`config.mk`:
```
export PLATFORM = sky130hd
export DESIGN_NAME = phase_sampler
export DESIGN_NICKNAME = d
export VERILOG_FILES = /design/src/rtl/phase_sampler_pkg.sv /design/src/rtl/sync2.sv /design/src/rtl/phase_sampler.sv
export VERILOG_INCLUDE_DIRS = /design/src /design/src/rtl
export SDC_FILE = /design/constraint.sdc
export NUM_CORES = 1
export LEC_CHECK = 0
export CAP_MARGIN = 0
export CORE_ASPECT_RATIO = 1.1
export CORE_MARGIN = 2
export CORE_UTILIZATION = 49
export CTS_CLUSTER_DIAMETER = 60
export DETAILED_ROUTE_END_ITERATION = 16
export PLACE_DENSITY = 0.69
export SLEW_MARGIN = 20
export SYNTH_ARGS = -nofsm -noshare
export SYNTH_HDL_FRONTEND = slang
export SYNTH_SLANG_ARGS = --single-unit
export TNS_END_PERCENT = 100
```
`constraint.sdc`:
```
create_clock -name clk -period 3.05 [get_ports clk]
set_input_delay 0.61 -clock clk [delete_from_list [all_inputs] [get_ports clk]]
set_output_delay 0.61 -clock clk [all_outputs]
set_load 0.02 [all_outputs]
```
`src/rtl/defines.vh`:
```
// rtl/defines.vh - phase_sampler FSM state encodings, shared with the AXI status register
`ifndef PHASE_SAMPLER_DEFINES_VH
`define PHASE_SAMPLER_DEFINES_VH

`define PS_IDLE    2'd0
`define PS_SETTLE  2'd1
`define PS_MEASURE 2'd2
`define PS_DONE    2'd3

`endif

```
`src/rtl/phase_sampler_pkg.sv`:
```
// rtl/phase_sampler_pkg.sv - shared types for the phase sampler
// Purpose: FSM state type built on the encodings in defines.vh so that the
//          status register and the sampler agree on state values.
// Ports:   none (package).
`include "defines.vh"

package phase_sampler_pkg;

  localparam int STATE_W = 2;

  typedef enum logic [STATE_W-1:0] {
    ST_IDLE    = `PS_IDLE,
    ST_SETTLE  = `PS_SETTLE,
    ST_MEASURE = `PS_MEASURE,
    ST_DONE    = `PS_DONE
  } state_t;

endpackage

```
`src/rtl/sync2.sv`:
```
// rtl/sync2.sv - parameterised-width two-flop synchroniser
// Purpose: brings W asynchronous bits into the clk domain.
// Ports:   clk  - destination clock
//          rst  - synchronous active-high reset, clears both stages
//          d    - asynchronous input bits
//          q    - synchronised output bits (2-cycle latency)
module sync2 #(
  parameter int W = 1
) (
  input  logic         clk,
  input  logic         rst,
  input  logic [W-1:0] d,
  output logic [W-1:0] q
);

  (* ASYNC_REG = "TRUE" *) logic [W-1:0] meta;
  (* ASYNC_REG = "TRUE" *) logic [W-1:0] stable;

  always_ff @(posedge clk) begin
    if (rst) begin
      meta   <= '0;
      stable <= '0;
    end else begin
      meta   <= d;
      stable <= meta;
    end
  end

  assign q = stable;

endmodule

```
`src/rtl/phase_sampler.sv`:
```
// rtl/phase_sampler.sv - oscillator run control and per-spin phase mismatch counter
// Purpose: starts the coupled-oscillator array, counts for each oscillator the
//          cycles it disagrees with reference oscillator 0, and resolves spins.
// Macro:   PHASE_SAMPLER_SETTLE_EN adds an annealing (SETTLE) phase of
//          settle_cycles+1 cycles before measurement.
// Ports:   clk           - system/AXI clock
//          axi_rst       - synchronous active-high reset
//          osc_in        - asynchronous oscillator phases
//          start         - one-cycle measurement request (IDLE only)
//          sample_cycles - window length in cycles, 0 treated as 1
//          settle_cycles - annealing time (macro builds only)
//          rd_sel        - count readback index
//          ising_rstn    - oscillator enable, 0 holds the array in reset
//          busy          - measurement in progress
//          done          - one-cycle pulse, spins valid
//          spins         - resolved spins, bit 0 always 0
//          rd_count      - mismatch count of oscillator rd_sel, 0 if out of range
module phase_sampler
  import phase_sampler_pkg::*;
#(
  parameter  int N     = 8,
  parameter  int CNT_W = 16,
  localparam int SEL_W = $clog2(N)
) (
  input  logic             clk,
  input  logic             axi_rst,
  input  logic [N-1:0]     osc_in,
  input  logic             start,
  input  logic [CNT_W-1:0] sample_cycles,
  input  logic [CNT_W-1:0] settle_cycles,
  input  logic [SEL_W-1:0] rd_sel,
  output logic             ising_rstn,
  output logic             busy,
  output logic             done,
  output logic [N-1:0]     spins,
  output logic [CNT_W-1:0] rd_count
);

  state_t           state;
  logic [N-1:0]     s;
  logic [CNT_W-1:0] win_cnt;
  logic [CNT_W-1:0] win_len;
  logic [CNT_W-1:0] win_load;
  logic [CNT_W-1:0] cnt     [N];
  logic [CNT_W-1:0] cnt_nxt [N];
  logic [N-1:0]     spin_nxt;

`ifdef PHASE_SAMPLER_SETTLE_EN
  logic [CNT_W-1:0] settle_cnt;
`else
  logic unused_settle;
  assign unused_settle = ^settle_cycles;
`endif

  sync2 #(.W(N)) u_sync (
    .clk (clk),
    .rst (axi_rst),
    .d   (osc_in),
    .q   (s)
  );

  assign win_load = (sample_cycles == '0) ? CNT_W'(1) : sample_cycles;

  // Counts including the current sample, so the last sample taken on the
  // transition into DONE is already part of the spin decision.
  always_comb begin
    spin_nxt = '0;
    for (int i = 0; i < N; i++) begin
      cnt_nxt[i] = cnt[i];
    end
    for (int i = 1; i < N; i++) begin
      cnt_nxt[i] = cnt[i] + CNT_W'(s[i] ^ s[0]);
      // 2*cnt > window at CNT_W+1 bits; an exact half resolves to 0
      spin_nxt[i] = {cnt_nxt[i], 1'b0} > {1'b0, win_len};
    end
  end

  // Out-of-range selects fall through to the zero default.
  always_comb begin
    rd_count = '0;
    for (int i = 0; i < N; i++) begin
      if (rd_sel == SEL_W'(i)) rd_count = cnt[i];
    end
  end

  always_ff @(posedge clk) begin
    if (axi_rst) begin
      state      <= ST_IDLE;
      win_cnt    <= '0;
      win_len    <= '0;
      spins      <= '0;
      busy       <= 1'b0;
      done       <= 1'b0;
      ising_rstn <= 1'b0;
      for (int i = 0; i < N; i++) cnt[i] <= '0;
`ifdef PHASE_SAMPLER_SETTLE_EN
      settle_cnt <= '0;
`endif
    end else begin
      done <= 1'b0;
      case (state)
        ST_IDLE: begin
          if (start) begin
            win_cnt    <= win_load;
            win_len    <= win_load;
            spins      <= '0;
            busy       <= 1'b1;
            ising_rstn <= 1'b1;
            for (int i = 0; i < N; i++) cnt[i] <= '0;
`ifdef PHASE_SAMPLER_SETTLE_EN
            settle_cnt <= settle_cycles;
            state      <= ST_SETTLE;
`else
            state      <= ST_MEASURE;
`endif
          end
        end
`ifdef PHASE_SAMPLER_SETTLE_EN
        ST_SETTLE: begin
          if (settle_cnt == '0) state <= ST_MEASURE;
          else                  settle_cnt <= settle_cnt - 1'b1;
        end
`endif
        ST_MEASURE: begin
          for (int i = 1; i < N; i++) cnt[i] <= cnt_nxt[i];
          if (win_cnt == CNT_W'(1)) begin
            state      <= ST_DONE;
            spins      <= spin_nxt;
            done       <= 1'b1;
            busy       <= 1'b0;
            ising_rstn <= 1'b0;
          end else begin
            win_cnt <= win_cnt - 1'b1;
          end
        end
        ST_DONE: state <= ST_IDLE;
        default: state <= ST_IDLE;
      endcase
    end
  end

endmodule

```
== Word level (Yosys, flattened, before mapping) ==
Memories as Yosys holds them, arrays and structs flattened.
Cells that the tools add are included.
Word-level totals
  memories: 1
  RAM bits: 128
  input port bits: 46
  bits in registers: 60
  logic and storage cells: 114
  output and inout port bits: 27
Memory list
  cnt: words 8, width 16, rd ports 8, clocked after Yosys merged registers in 0, wr ports 8, line phase_sampler.sv:44  | logic [CNT_W-1:0] cnt [N];
Cells by class
  order comparisons: 7
  muxes and demuxes: 46
  equal/unequal tests: 12
  bitwise operators: 23
  reductions and logical operators: 9
  add/subtract/negate cells: 8
Operator list (count)
  $mux W16: 26
  $gt A17 B16 Y1: 7
  $add A16 B1 Y16: 7
  $pmux W16 S2: 1
  $eq A16 B1 Y1 const B: 1
  $logic_not A16 Y1: 1
  $mux W8: 2
  $pmux W8 S2: 1
  $sub A16 B1 Y16 const B: 1
  $or A1 B1 Y1: 15
  $eq A3 B3 Y1 const B: 4
  $mux W1: 12
  $xor A1 B1 Y1: 7
  $eq A3 B2 Y1 const B: 2
  $ne A2 B2 Y1 const B: 3
  $reduce_and A3 Y1: 2
  $mux W2: 2
  $pmux W2 S2: 1
  $reduce_and A2 Y1: 2
  $eq A3 B1 Y1 const B: 1
  $logic_not A3 Y1: 1
  $eq A2 B2 Y1 const B: 1
  $logic_not A2 Y1: 1
  $pmux W1 S2: 1
  3 further kinds: 3

== Depth between registers and ports, before layout ==
  depth after elaboration: 9
  gate-level depth with buffers: 16
  gate-level depth less buffers: 15

== By module ==
A second synthesis with hierarchy kept.
Second synthesis, totals
  cells, all modules: 1262
  area total of the unflattened synthesis: 11863.9 um2
Modules (own cells, without submodules)
  phase_sampler: area each 11399.7 um2, seq. area each 4063.9 um2, cells each 1229, instances 1
  sync2: area each 464.2 um2, seq. area each 320.3 um2, cells each 33, instances 1

== Least setup slack after synthesis ==
Ideal clock, no wire load.
  path kind: register -> register
  from: register u_sync.stable[0], in the netlist u_sync.q[0]
  to: register spins[1]
  data required time: 2.920 ns
  data arrival time: 3.235 ns
  path slack: -0.314 ns
  period minus slack after synthesis: 3.364 ns
  library setup time: 0.130 ns
  path buffers: 1
  stages on the path, launching flop included: 17
  path through: dfxtp_1 clkbuf_1 xor2_1 ha_1 ha_1 nand3_1 nor4_1 and3_1 nand3_1 xnor2_1 ha_1 nand2_1 nor2_1 a211oi_1 o2111ai_1 o2111ai_1 o211ai_1
On the way
  word-level cells in the longest chain between the ends: 5
Ends and longest elaborated chain
  start: declaration: line sync2.sv:17  | (* ASYNC_REG = "TRUE" *) logic [W-1:0] stable;
  start signal: assignment: line sync2.sv:25  | stable <= meta;
  $xor A1 B1 Y1: line phase_sampler.sv:72  | cnt_nxt[i] = cnt[i] + CNT_W'(s[i] ^ s[0]);
  $add A16 B1 Y16: line phase_sampler.sv:72
  $gt A17 B16 Y1: line phase_sampler.sv:74  | spin_nxt[i] = {cnt_nxt[i], 1'b0} > {1'b0, win_len};
  $mux W8: line phase_sampler.sv:126  | if (win_cnt == CNT_W'(1)) begin
  $pmux W8 S2: line phase_sampler.sv:101  | case (state)
  end signal: assignment: line phase_sampler.sv:128  | spins <= spin_nxt;
  end: declaration: line phase_sampler.sv:35  | output logic [N-1:0] spins,
Every way passes these cells. The select of a mux whose other input is x is not followed.
A chain may end at the register's enable or synchronous reset.

==> results.sh <==
export IMPL_whs_ns=0.4385
export IMPL_synth_edf_count=96
export IMPL_cts_hold_buf=0
export IMPL_dpl_cell_count=1679
export IMPL_coreArea_um2=23550
export IMPL_grt_pass1_wl_um=54610
export IMPL_drt_total_wl_um=35950
export IMPL_ys_ff_latch=171
export IMPL_clkTransAtPathRegs_ns=0.08
export IMPL_gp_congestion=0.9405
export IMPL_max_freq_mhz=304.2
export IMPL_ant_nets=0
export IMPL_violations="setup timing"
export IMPL_arrival_ns=3.62
export IMPL_nets=1588
export IMPL_cpPeakStageDelay_ns=0.34
export IMPL_drc_errors=0
export IMPL_leakagePower_nw=6.103
export IMPL_cts_sinks=171
export IMPL_syn_inst=1262
export IMPL_final_core_util_pct=62.63
export IMPL_r2r_setup_slack_ns=-0.24
export IMPL_track_usage_pct=28.74
export IMPL_clock_path_buffers=2
export IMPL_antenna_found_initial=0
export IMPL_fin_crit_ns=3.287
export IMPL_syn_cell_area_um2=11660
export IMPL_fin_area_um2=14750
export IMPL_crit_chain="buf_6 > xor2_1 > buf_4 > ha_2 > ha_2 > nand3_2 > nor2_2 > buf_4 > nand3_1 > nor2_2 > xor2_2 > ha_4 > nand3_2 > nor3_4 > nand2_1 > o311ai_2 > buf_4 > o211ai_1"
export IMPL_ys_types=61
export IMPL_cts_tree="done"
export IMPL_status="finished with violations"
export IMPL_dp_hpwl_um=25040
export IMPL_critical_path_class="reg2reg"
export IMPL_setup_viol_count_final=6
export IMPL_layout_setup_ws_ns=-0.2370
export IMPL_grt_pass1_vias=9971
export IMPL_numCtsBuffers=17
export IMPL_drtIter0Drc=900
export IMPL_vdd_ir_drop_max_v=0.0003578
export IMPL_cp_start_kind="flop"
export IMPL_cp_required_ns=3.38
export IMPL_post_route_cells_drive_above_1_share_pct=22.11
export IMPL_htree_levels=4
export IMPL_ys_seq_area_share_pct=37.58
export IMPL_routed_via_density=5.947
export IMPL_dieHeight_um=165.8
export IMPL_dieArea_um2=25060
export IMPL_grt_start_max_net_pins=48
export IMPL_initial_core_util_pct=49.54
export IMPL_report_final_hold_viol_count=0
export IMPL_finalCritPeriodShare_pct=107.8
export IMPL_vias=10340
export IMPL_syn2layout_area_growth_pct=26.43
export IMPL_p_total_mw=6.632
export IMPL_fin_worst_skew_ns=0.01378
export IMPL_clk_insertion_delay_late_ns=0.45
export IMPL_path_common_cell="buf_4"
export IMPL_dpl_cell_area_um2=13280
export IMPL_final_cell_mix="buf_4 (135), nand2_1 (134), ha_1 (108)"
export IMPL_diodes=0
export IMPL_critPathMaxFanout=5
export IMPL_rsz0062_at_grt="yes"
export IMPL_num_rows=59
export IMPL_root_buffer="clkbuf_16"
export IMPL_cp_slowest_cell="dfxtp_2"
export IMPL_ys_flop_type="edfxtp_1"
export IMPL_die_w_um=151.1
export IMPL_fin_cells=1739
export IMPL_async_reset_ff_share_pct=0
export IMPL_wl_per_cell_um=20.67
export IMPL_relSlewSlack_pct=40.71
export IMPL_yosysWarningCount=0
export IMPL_synth_nets=1429
export IMPL_powerDensity_nw_per_um2=449.7
export IMPL_cap_violations=0
export IMPL_grt_overflow=0
export IMPL_layout_commonest_cell="buf_4"
export IMPL_crit_path_end_kind="flop"
export IMPL_dr_pass1_iters=5
export IMPL_hold_path_class="reg2reg"
export IMPL_io_buffers=55
export IMPL_tightest_slew_ns=0.8892
export IMPL_ios=73
export IMPL_drv_slew=0
export IMPL_avgSynthCellArea_um2=9.243
-- worst max-delay path, delay by kind of cell (launching register included) --
family                     cells  cell delay, ns
and+or+nand+nor                7            0.97
adders and majority gates      3            0.67
buffers and inverters          4            0.58
DFF                            1            0.34
AOI/OAI and AO/OA              2            0.33
xor gates and xnor gates       2            0.27
-- report_power, final --
group	switching [mW]	internal (mW)	total, mW	leakage, nW
Clock	1.11	1.11	2.22	0.293
Combinational	0.911	0.692	1.60	4.12
Sequential	0.200	2.61	2.81	1.69
Total	2.22	4.41	6.63	6.10
-- kinds of logic (layout without fill, tap and decap cells) --
| logic type | Yosys count | count (layout) | synth area share (%) |
|---|---|---|---|
| and+or+nand+nor | 515 | 515 | 22.43 |
| xor gates and xnor gates | 117 | 117 | 8.785 |
| buffers and inverters | 98 | 270 | 3.239 |
| muxes | 25 | 25 | 3.207 |
| DFF | 171 | 171 | 37.58 |
| other | 1 | 1 | 0.03215 |
| adders and majority gates | 121 | 121 | 12.98 |
| AOI/OAI and AO/OA | 214 | 214 | 11.75 |
-- timing repair --
action | CTS | global route
setup buffers | 15 | 13
endpoints found under the setup margin | 23 | 21
pin swaps | 56 | 58
resized for setup | 112 | 67
-- routing by layer --
layer | vias to the layer above | track usage [%] | share of wire (%)
met1 | 4947 | 38.99 | 42
li1 | 4863 | - | -
met4 | 0 | 13.37 | 4.8
met3 | 85 | 4.478 | 7.2
met5 | - | 0 | 0
met2 | 446 | 45.00 | 46
-- cell type report --
cell class | count | area [µm²]
clock inverter | 15 | 178.9
clock buffer | 17 | 425.4
timing repair buffer | 198 | 1610
sequential | 171 | 4385
inverter | 40 | 150.1
fill | 1969 | 8801
multi-input combinational | 993 | 7616
tap | 305 | 381.6
-- metrics by stage --
step                      TNS [ns]  setup slack [ns]
final                       -1.090           -0.2370
after global routing        -1.999           -0.4172
after CTS                  -0.5984           -0.1724
after detailed placement    -5.926           -0.4134
after global placement      -5.421           -0.3694
after floorplan                  0         0.0005027
-- cells in the mapped netlist, drive strengths merged (40+ instances only) --
master,n,area [µm²]
nand2,136,510.5
ha,121,1514
edfxtp,96,2883
and2,94,588.1
nor2,89,341.6
a21oi,79,395.4
dfxtp,75,1501
nand3,65,325.3
xor2,60,525.5
xnor2,57,499.2
clkbuf,52,195.2
o21ai,44,224.0
inv,40,150.1
-- worst paths after layout --
path,from,to,cells past startpoint
worst max-delay path,u_sync.q[0]$_SDFF_PP0_,spins[3]$_SDFFE_PP0P_,18
worst min-delay path,u_sync.meta[0]$_SDFF_PP0_,u_sync.q[0]$_SDFF_PP0_,1
worst max register to register,u_sync.q[0]$_SDFF_PP0_,spins[3]$_SDFFE_PP0P_,18
worst min register to register,u_sync.meta[0]$_SDFF_PP0_,u_sync.q[0]$_SDFF_PP0_,1
-- registers in the layout, indices dropped and copies added (netlist names) --
register	count
done	1
u_sync.q	8
u_sync.meta	8
spins	7
busy	1
win_len	16
cnt	112
state	2
win_cnt	16
Power figures use the tool's default switching activity.
